===== src/rtl/i2c_pkg.sv =====
// Shared encodings for the byte-level I2C master: command opcodes and FSM states.
package i2c_pkg;

  typedef enum logic [1:0] {
    I2C_START = 2'd0,
    I2C_WRITE = 2'd1,
    I2C_READ  = 2'd2,
    I2C_STOP  = 2'd3
  } i2c_op_e;

  typedef enum logic [2:0] {
    ST_IDLE  = 3'd0,
    ST_START = 3'd1,
    ST_DATA  = 3'd2,
    ST_ACK   = 3'd3,
    ST_STOP  = 3'd4,
    ST_DONE  = 3'd5
  } i2c_state_e;

  localparam logic [1:0] Q_SAMPLE = 2'd1;  // quarter whose final cycle samples SDA
  localparam logic [1:0] Q_LAST   = 2'd3;

endpackage


===== src/rtl/i2c_quarter_tick.sv =====
// Quarter-phase divider: down-counter that pulses tick_o once every CLK_DIV cycles,
// restarting a full quarter whenever clr_i is asserted.
module i2c_quarter_tick #(
  parameter int CLK_DIV = 250
) (
  input  logic clk,
  input  logic rst_n,
  input  logic clr_i,
  output logic tick_o
);

  localparam int W = $clog2(CLK_DIV);
  localparam logic [W-1:0] RELOAD = W'(CLK_DIV - 1);

  logic [W-1:0] cnt_q, cnt_d;

  always_comb begin
    cnt_d = cnt_q;
    if (clr_i || cnt_q == '0) cnt_d = RELOAD;
    else                      cnt_d = cnt_q - W'(1);
  end

  always_ff @(posedge clk) begin
    if (!rst_n) cnt_q <= RELOAD;
    else        cnt_q <= cnt_d;
  end

  assign tick_o = (cnt_q == '0);

endmodule


===== src/rtl/i2c_master.sv =====
// Byte-level I2C master: START/WRITE/READ/STOP commands over valid/ready, registered
// SCL/SDA drive, read data and ACK status returned with a one-cycle rsp_valid pulse.
module i2c_master
  import i2c_pkg::*;
#(
  parameter int CLK_DIV = 250
) (
  input  logic       clk,
  input  logic       rst_n,
  input  logic       cmd_valid,
  output logic       cmd_ready,
  input  logic [1:0] cmd_op,
  input  logic [7:0] cmd_data,
  input  logic       cmd_nack,
  output logic       rsp_valid,
  output logic [7:0] rsp_data,
  output logic       rsp_nack,
  output logic       bus_owned,
  output logic       scl_out,
  input  logic       sda_in,
  output logic       sda_out
);

  i2c_state_e state_q, state_d;
  i2c_op_e    op_q, op_d;
  logic [1:0] phase_q, phase_d;
  logic [2:0] bit_q, bit_d;
  logic [7:0] tx_q, tx_d, rx_q, rx_d;
  logic       nack_q, nack_d, nak_q, nak_d;
  logic       cmd_ready_q, cmd_ready_d, rsp_valid_q, rsp_valid_d;
  logic [7:0] rsp_data_q, rsp_data_d;
  logic       rsp_nack_q, rsp_nack_d, owned_q, owned_d;
  logic       scl_q, scl_d, sda_q, sda_d;
  logic       accept, tick;

  assign accept = cmd_valid && cmd_ready_q;

  i2c_quarter_tick #(.CLK_DIV(CLK_DIV)) u_tick (
    .clk    (clk),
    .rst_n  (rst_n),
    .clr_i  (accept),
    .tick_o (tick)
  );

  always_comb begin
    state_d     = state_q;
    op_d        = op_q;
    phase_d     = phase_q;
    bit_d       = bit_q;
    tx_d        = tx_q;
    rx_d        = rx_q;
    nack_d      = nack_q;
    nak_d       = nak_q;
    cmd_ready_d = cmd_ready_q;
    rsp_valid_d = 1'b0;
    rsp_data_d  = rsp_data_q;
    rsp_nack_d  = rsp_nack_q;
    owned_d     = owned_q;
    scl_d       = scl_q;
    sda_d       = sda_q;

    unique case (state_q)
      ST_IDLE: begin
        if (accept) begin
          cmd_ready_d = 1'b0;
          op_d        = i2c_op_e'(cmd_op);
          tx_d        = cmd_data;
          nack_d      = cmd_nack;
          nak_d       = 1'b0;
          phase_d     = 2'd0;
          bit_d       = 3'd7;
          unique case (i2c_op_e'(cmd_op))
            I2C_START: state_d = ST_START;
            I2C_WRITE, I2C_READ: begin
              // Data transfers need an owned bus; otherwise reject without touching the pins.
              if (owned_q) state_d = ST_DATA;
              else begin
                state_d = ST_DONE;
                nak_d   = 1'b1;
              end
            end
            I2C_STOP: state_d = owned_q ? ST_STOP : ST_DONE;
            default:  state_d = ST_DONE;
          endcase
        end
      end
      ST_START, ST_STOP: begin
        if (tick) begin
          phase_d = phase_q + 2'd1;
          if (phase_q == Q_LAST) state_d = ST_DONE;
        end
      end
      ST_DATA: begin
        if (tick) begin
          if (phase_q == Q_SAMPLE && op_q == I2C_READ) rx_d = {rx_q[6:0], sda_in};
          phase_d = phase_q + 2'd1;
          if (phase_q == Q_LAST) begin
            tx_d  = {tx_q[6:0], 1'b0};
            bit_d = bit_q - 3'd1;
            if (bit_q == 3'd0) state_d = ST_ACK;
          end
        end
      end
      ST_ACK: begin
        if (tick) begin
          if (phase_q == Q_SAMPLE && op_q == I2C_WRITE) nak_d = sda_in;
          phase_d = phase_q + 2'd1;
          if (phase_q == Q_LAST) state_d = ST_DONE;
        end
      end
      ST_DONE: begin
        rsp_valid_d = 1'b1;
        cmd_ready_d = 1'b1;
        rsp_nack_d  = nak_q;
        if (op_q == I2C_READ && !nak_q) rsp_data_d = rx_q;
        if (op_q == I2C_START) owned_d = 1'b1;
        if (op_q == I2C_STOP)  owned_d = 1'b0;
        state_d = ST_IDLE;
      end
      default: state_d = ST_IDLE;
    endcase

    // Pin levels follow the upcoming state/quarter; IDLE and DONE hold the last levels.
    case (state_d)
      ST_START: begin
        scl_d = (phase_d == 2'd1) || (phase_d == 2'd2);
        sda_d = (phase_d < 2'd2);
      end
      ST_DATA: begin
        scl_d = (phase_d == 2'd1) || (phase_d == 2'd2);
        sda_d = (op_d == I2C_READ) ? 1'b1 : tx_d[7];
      end
      ST_ACK: begin
        scl_d = (phase_d == 2'd1) || (phase_d == 2'd2);
        sda_d = (op_d == I2C_READ) ? nack_d : 1'b1;
      end
      ST_STOP: begin
        scl_d = (phase_d != 2'd0);
        sda_d = (phase_d >= 2'd2);
      end
      default: ;
    endcase
  end

  always_ff @(posedge clk) begin
    if (!rst_n) begin
      state_q     <= ST_IDLE;
      op_q        <= I2C_START;
      phase_q     <= 2'd0;
      bit_q       <= 3'd7;
      tx_q        <= 8'h00;
      rx_q        <= 8'h00;
      nack_q      <= 1'b0;
      nak_q       <= 1'b0;
      cmd_ready_q <= 1'b1;
      rsp_valid_q <= 1'b0;
      rsp_data_q  <= 8'h00;
      rsp_nack_q  <= 1'b0;
      owned_q     <= 1'b0;
      scl_q       <= 1'b1;
      sda_q       <= 1'b1;
    end else begin
      state_q     <= state_d;
      op_q        <= op_d;
      phase_q     <= phase_d;
      bit_q       <= bit_d;
      tx_q        <= tx_d;
      rx_q        <= rx_d;
      nack_q      <= nack_d;
      nak_q       <= nak_d;
      cmd_ready_q <= cmd_ready_d;
      rsp_valid_q <= rsp_valid_d;
      rsp_data_q  <= rsp_data_d;
      rsp_nack_q  <= rsp_nack_d;
      owned_q     <= owned_d;
      scl_q       <= scl_d;
      sda_q       <= sda_d;
    end
  end

  assign cmd_ready = cmd_ready_q;
  assign rsp_valid = rsp_valid_q;
  assign rsp_data  = rsp_data_q;
  assign rsp_nack  = rsp_nack_q;
  assign bus_owned = owned_q;
  assign scl_out   = scl_q;
  assign sda_out   = sda_q;

endmodule


===== config.mk =====
export PLATFORM = sky130hd
export DESIGN_NAME = i2c_master
export DESIGN_NICKNAME = d
export VERILOG_FILES = /design/src/rtl/i2c_pkg.sv /design/src/rtl/i2c_quarter_tick.sv /design/src/rtl/i2c_master.sv
export SDC_FILE = /design/constraint.sdc
export NUM_CORES = 1
export LEC_CHECK = 0
export BUFFER_PORTS_ARGS = -buffer_cell sky130_fd_sc_hd__buf_2
export CAP_MARGIN = 10
export CORE_MARGIN = 5
export CORE_UTILIZATION = 52
export DETAILED_ROUTE_END_ITERATION = 8
export GPL_TIMING_DRIVEN = 0
export MAX_ROUTING_LAYER = met4
export PLACE_DENSITY = 0.8
export SKIP_LAST_GASP = 1
export SYNTH_ARGS = -nofsm -noshare
export SYNTH_HDL_FRONTEND = slang
export SYNTH_SLANG_ARGS = --single-unit

===== constraint.sdc =====
create_clock -name clk -period 2.6 [get_ports clk]
set_input_delay 0.52 -clock clk [delete_from_list [all_inputs] [get_ports clk]]
set_output_delay 0.52 -clock clk [all_outputs]
set_load 0.01 [all_outputs]

==> results.sh <==
export IMPL_power_switching_w=0.000430
export IMPL_clock_sinks=50
export IMPL_htree_levels=2
export IMPL_hold_path_class="reg -> reg"
export IMPL_ys_ff_latch=50
export IMPL_worst_slack_ns=0.0638
export IMPL_routed_via_density=5.53
export IMPL_seq_area_frac_synth_pct=41.9
export IMPL_overflow=0
export IMPL_skew_ns=0.0131
export IMPL_stdcell_area_mm2=0.00275
export IMPL_synth_avg_cell_area_um2=8.82
export IMPL_io_pins=29
export IMPL_drt_total_wl_mm=5.17
export IMPL_rsz0062_at_grt="true"
export IMPL_swShare_pct=27.8
export IMPL_synth_cells=271
export IMPL_grt_pass1_vias=1864
export IMPL_pwr_share_clk_pct=31.1
export IMPL_period_share_pct=97.5
export IMPL_synthXorXnorAreaFrac_pct=2.57
export IMPL_multi_input_area_mm2=0.00128
export IMPL_fmax_mhz=394
export IMPL_synth_area_leaders="dfxtp_1 42%, mux2i_1 7.1%, ha_1 6.8%"
export IMPL_drc=0
export IMPL_critPathKind="reg -> reg"
export IMPL_dp_cells=350
export IMPL_yosysWarningCount=0
export IMPL_n_antenna_cell=0
export IMPL_final_seq_area_mm2=0.00100
export IMPL_stdcell_count=366
export IMPL_p_int_w=0.00112
export IMPL_drtAntennaViolNets=0
export IMPL_p_per_area_mw_per_mm2=562
export IMPL_firstDrtPassIters=6
export IMPL_drt_initial_drc_count=135
export IMPL_synth_top_family_by_area="simple AND/OR/NAND/NOR gates"
export IMPL_areaGrowthSynthToFinish_pct=15.1
export IMPL_fill_cells=376
export IMPL_ir_drop_uv=484
export IMPL_max_cap_violations=0
export IMPL_die_h_um=77.8
export IMPL_num_vias=2024
export IMPL_pwr_share_comb_pct=15.4
export IMPL_drive_gt1_share_pct=18.2
export IMPL_async_reset_ff_share_pct=0
export IMPL_cp_end_kind="register"
export IMPL_initial_core_util_pct=54.1
export IMPL_pre_cts_slack_ns=-0.187
export IMPL_cts_tree="built"
export IMPL_synth_area_mm2=0.00239
export IMPL_coreArea_mm2=0.00441
export IMPL_muxShareOfSynthArea_pct=8.17
export IMPL_synth_edf_count=0
export IMPL_drv_slew=0
export IMPL_clk_pin_slew_worst_paths_ns=0.09
export IMPL_io_buffers=27
export IMPL_grt_max_degree=17
export IMPL_cts_buffer_depth=2
export IMPL_hold_viol_final=0
export IMPL_yosys_area_top_type_share_pct=41.9
export IMPL_nNetsFinal=341
export IMPL_cp_arrival_ns=2.73
export IMPL_synth_top_area_cell="dfxtp_1"
export IMPL_slew_headroom_pct=54.9
export IMPL_tightestPinTransition_ns=0.670
export IMPL_hpwl_mm=3.65
export IMPL_clock_latency_ns=0.31
export IMPL_synthAdderAreaFrac_pct=6.81
export IMPL_cts_buffers=5
export IMPL_cp_start_kind="register"
export IMPL_seq_power_share_pct=53.6
export IMPL_ctsHoldBuffers=0
export IMPL_status="complete, no violations"
export IMPL_grt_pass1_wl_mm=8.40
export IMPL_syn_num_nets=299
export IMPL_dieArea_mm2=0.00605
export IMPL_die_width_um=77.8
export IMPL_synth_compound_area_share_pct=13.0
export IMPL_cp_max_fo=6
export IMPL_fin_crit_ns=2.54
export IMPL_cts_root_buf="clkbuf_8"
export IMPL_rows=24
export IMPL_setup_tns_ns=0
export IMPL_p_leak_nw=1.22
export IMPL_dpl_cell_area_mm2=0.00259
export IMPL_yosysUniqueCellTypes=51
export IMPL_track_usage_pct=17.5
export IMPL_antenna_found_initial=0
export IMPL_wl_per_cell_um=14.1
export IMPL_synthSimpleGateAreaFrac_pct=23.0
export IMPL_cp_data_required_time_ns=2.79
export IMPL_synth_ff_type="dfxtp_1"
export IMPL_setup_viol=0
export IMPL_gp_congestion=0.981
[synth_stat cells, drive strengths merged (2+ instances only)]
cell     n
and3     2
buf      3
nor3     4
clkbuf   6
a32oi    2
nand3    6
nand2   38
inv     15
nor2    37
xnor2    4
nor3b    3
o21ai   10
mux2i   18
xor2     3
a21oi   14
nand4    2
o211ai   4
nor4bb   2
or3      2
a31oi    2
and2     3
a22oi    6
nor4     2
dfxtp   50
ha      13
[layer usage]
layer  share of wire, %  GRT usage, %
met1                 44          21.7
met2                 48          27.3
met3                5.9          4.05
met4                2.1          7.22
met5                  0             -
[final timing paths]
| check | from | endpoint | slack (ns) | depth (start not counted) |
|---|---|---|---|---|
| max | u_tick.cnt_q[5] | sda_out | 0.06 | 9 |
| min | u_tick.cnt_q[0] | u_tick.cnt_q[0] | 0.41 | 1 |
| max reg2reg | u_tick.cnt_q[5] | sda_out | 0.06 | 9 |
| min reg2reg | u_tick.cnt_q[0] | u_tick.cnt_q[0] | 0.41 | 1 |
[area by class of cell]
type	count	area share, %
Buffer	9	1.77
Clock buffer	6	3.00
Clock inverter	2	0.591
Inverter	16	2.18
Multi-Input combinational cell	196	46.5
Sequential cell	50	36.5
Tap cell	52	2.36
Timing Repair Buffer	35	7.09
[registers in the layout, summed over array words and instances, names as in the netlist]
name and count:
rx_q 8, state_q 3, sda_out 1, rsp_nack 1
op_q 2, phase_q 2, bit_q 3, nack_q 1
rsp_valid 1, u_tick.cnt_q 8, cmd_ready 1, tx_q 8
bus_owned 1, rsp_data 8, nak_q 1, scl_out 1
[power groups by stage]
stage                     Sequential (W)  Clock [W]  Combinational, W
after floorplan                 0.000842          0          0.000169
after global placement          0.000843          0          0.000228
after detailed placement        0.000845          0          0.000231
after CTS                       0.000828   0.000491          0.000236
after global routing            0.000834   0.000530          0.000266
final                           0.000829   0.000481          0.000238
[logic make-up (layout without fill, tap and decap cells)]
kind of cell,Yosys count,count (layout)
AO/OA/AOI/OAI,48,48
XOR/XNOR,7,7
multiplexers,19,19
AND/OR/NAND/NOR,109,109
buffers and inverters,25,68
adder cells (fa/ha/maj),13,13
flip-flops,50,50
[timing repair]
action,CTS,global route
buffers inserted,3,5
gates resized for setup,0,4
pin swaps,1,4
endpoints found under the setup margin,2,2
[cell usage in the layout, fill, tap and decap left out, drive strengths merged, types with 6 or more instances in the layout]
master	netlist	layout
dfxtp	50	50
ha	13	13
nand3	6	6
nand2	38	38
inv	15	16
mux2i	18	18
nor2	37	37
a21oi	14	14
o21ai	10	10
clkbuf	6	12
buf	3	38
a22oi	6	6
[critical path, stage by stage, from the launching register on]
cell and delay (ns):
dfxtp_2 0.35, or4_4 0.57, nor4b_4 0.22, buf_4 0.18
nand2_2 0.06, mux2i_2 0.18, ha_1 0.18, or3_1 0.37
a32oi_1 0.23, o21ai_1 0.08
[through the flow]
step,hold WS (ns),total power [W],util [%]
after floorplan,0.371,0.00101,-
after global placement,0.385,0.00107,58.7
after detailed placement,0.388,0.00108,58.7
after CTS,0.410,0.00155,61.4
after global routing,0.407,0.00163,62.3
final,0.406,0.00155,62.3
(Power assumes the default switching activity.)
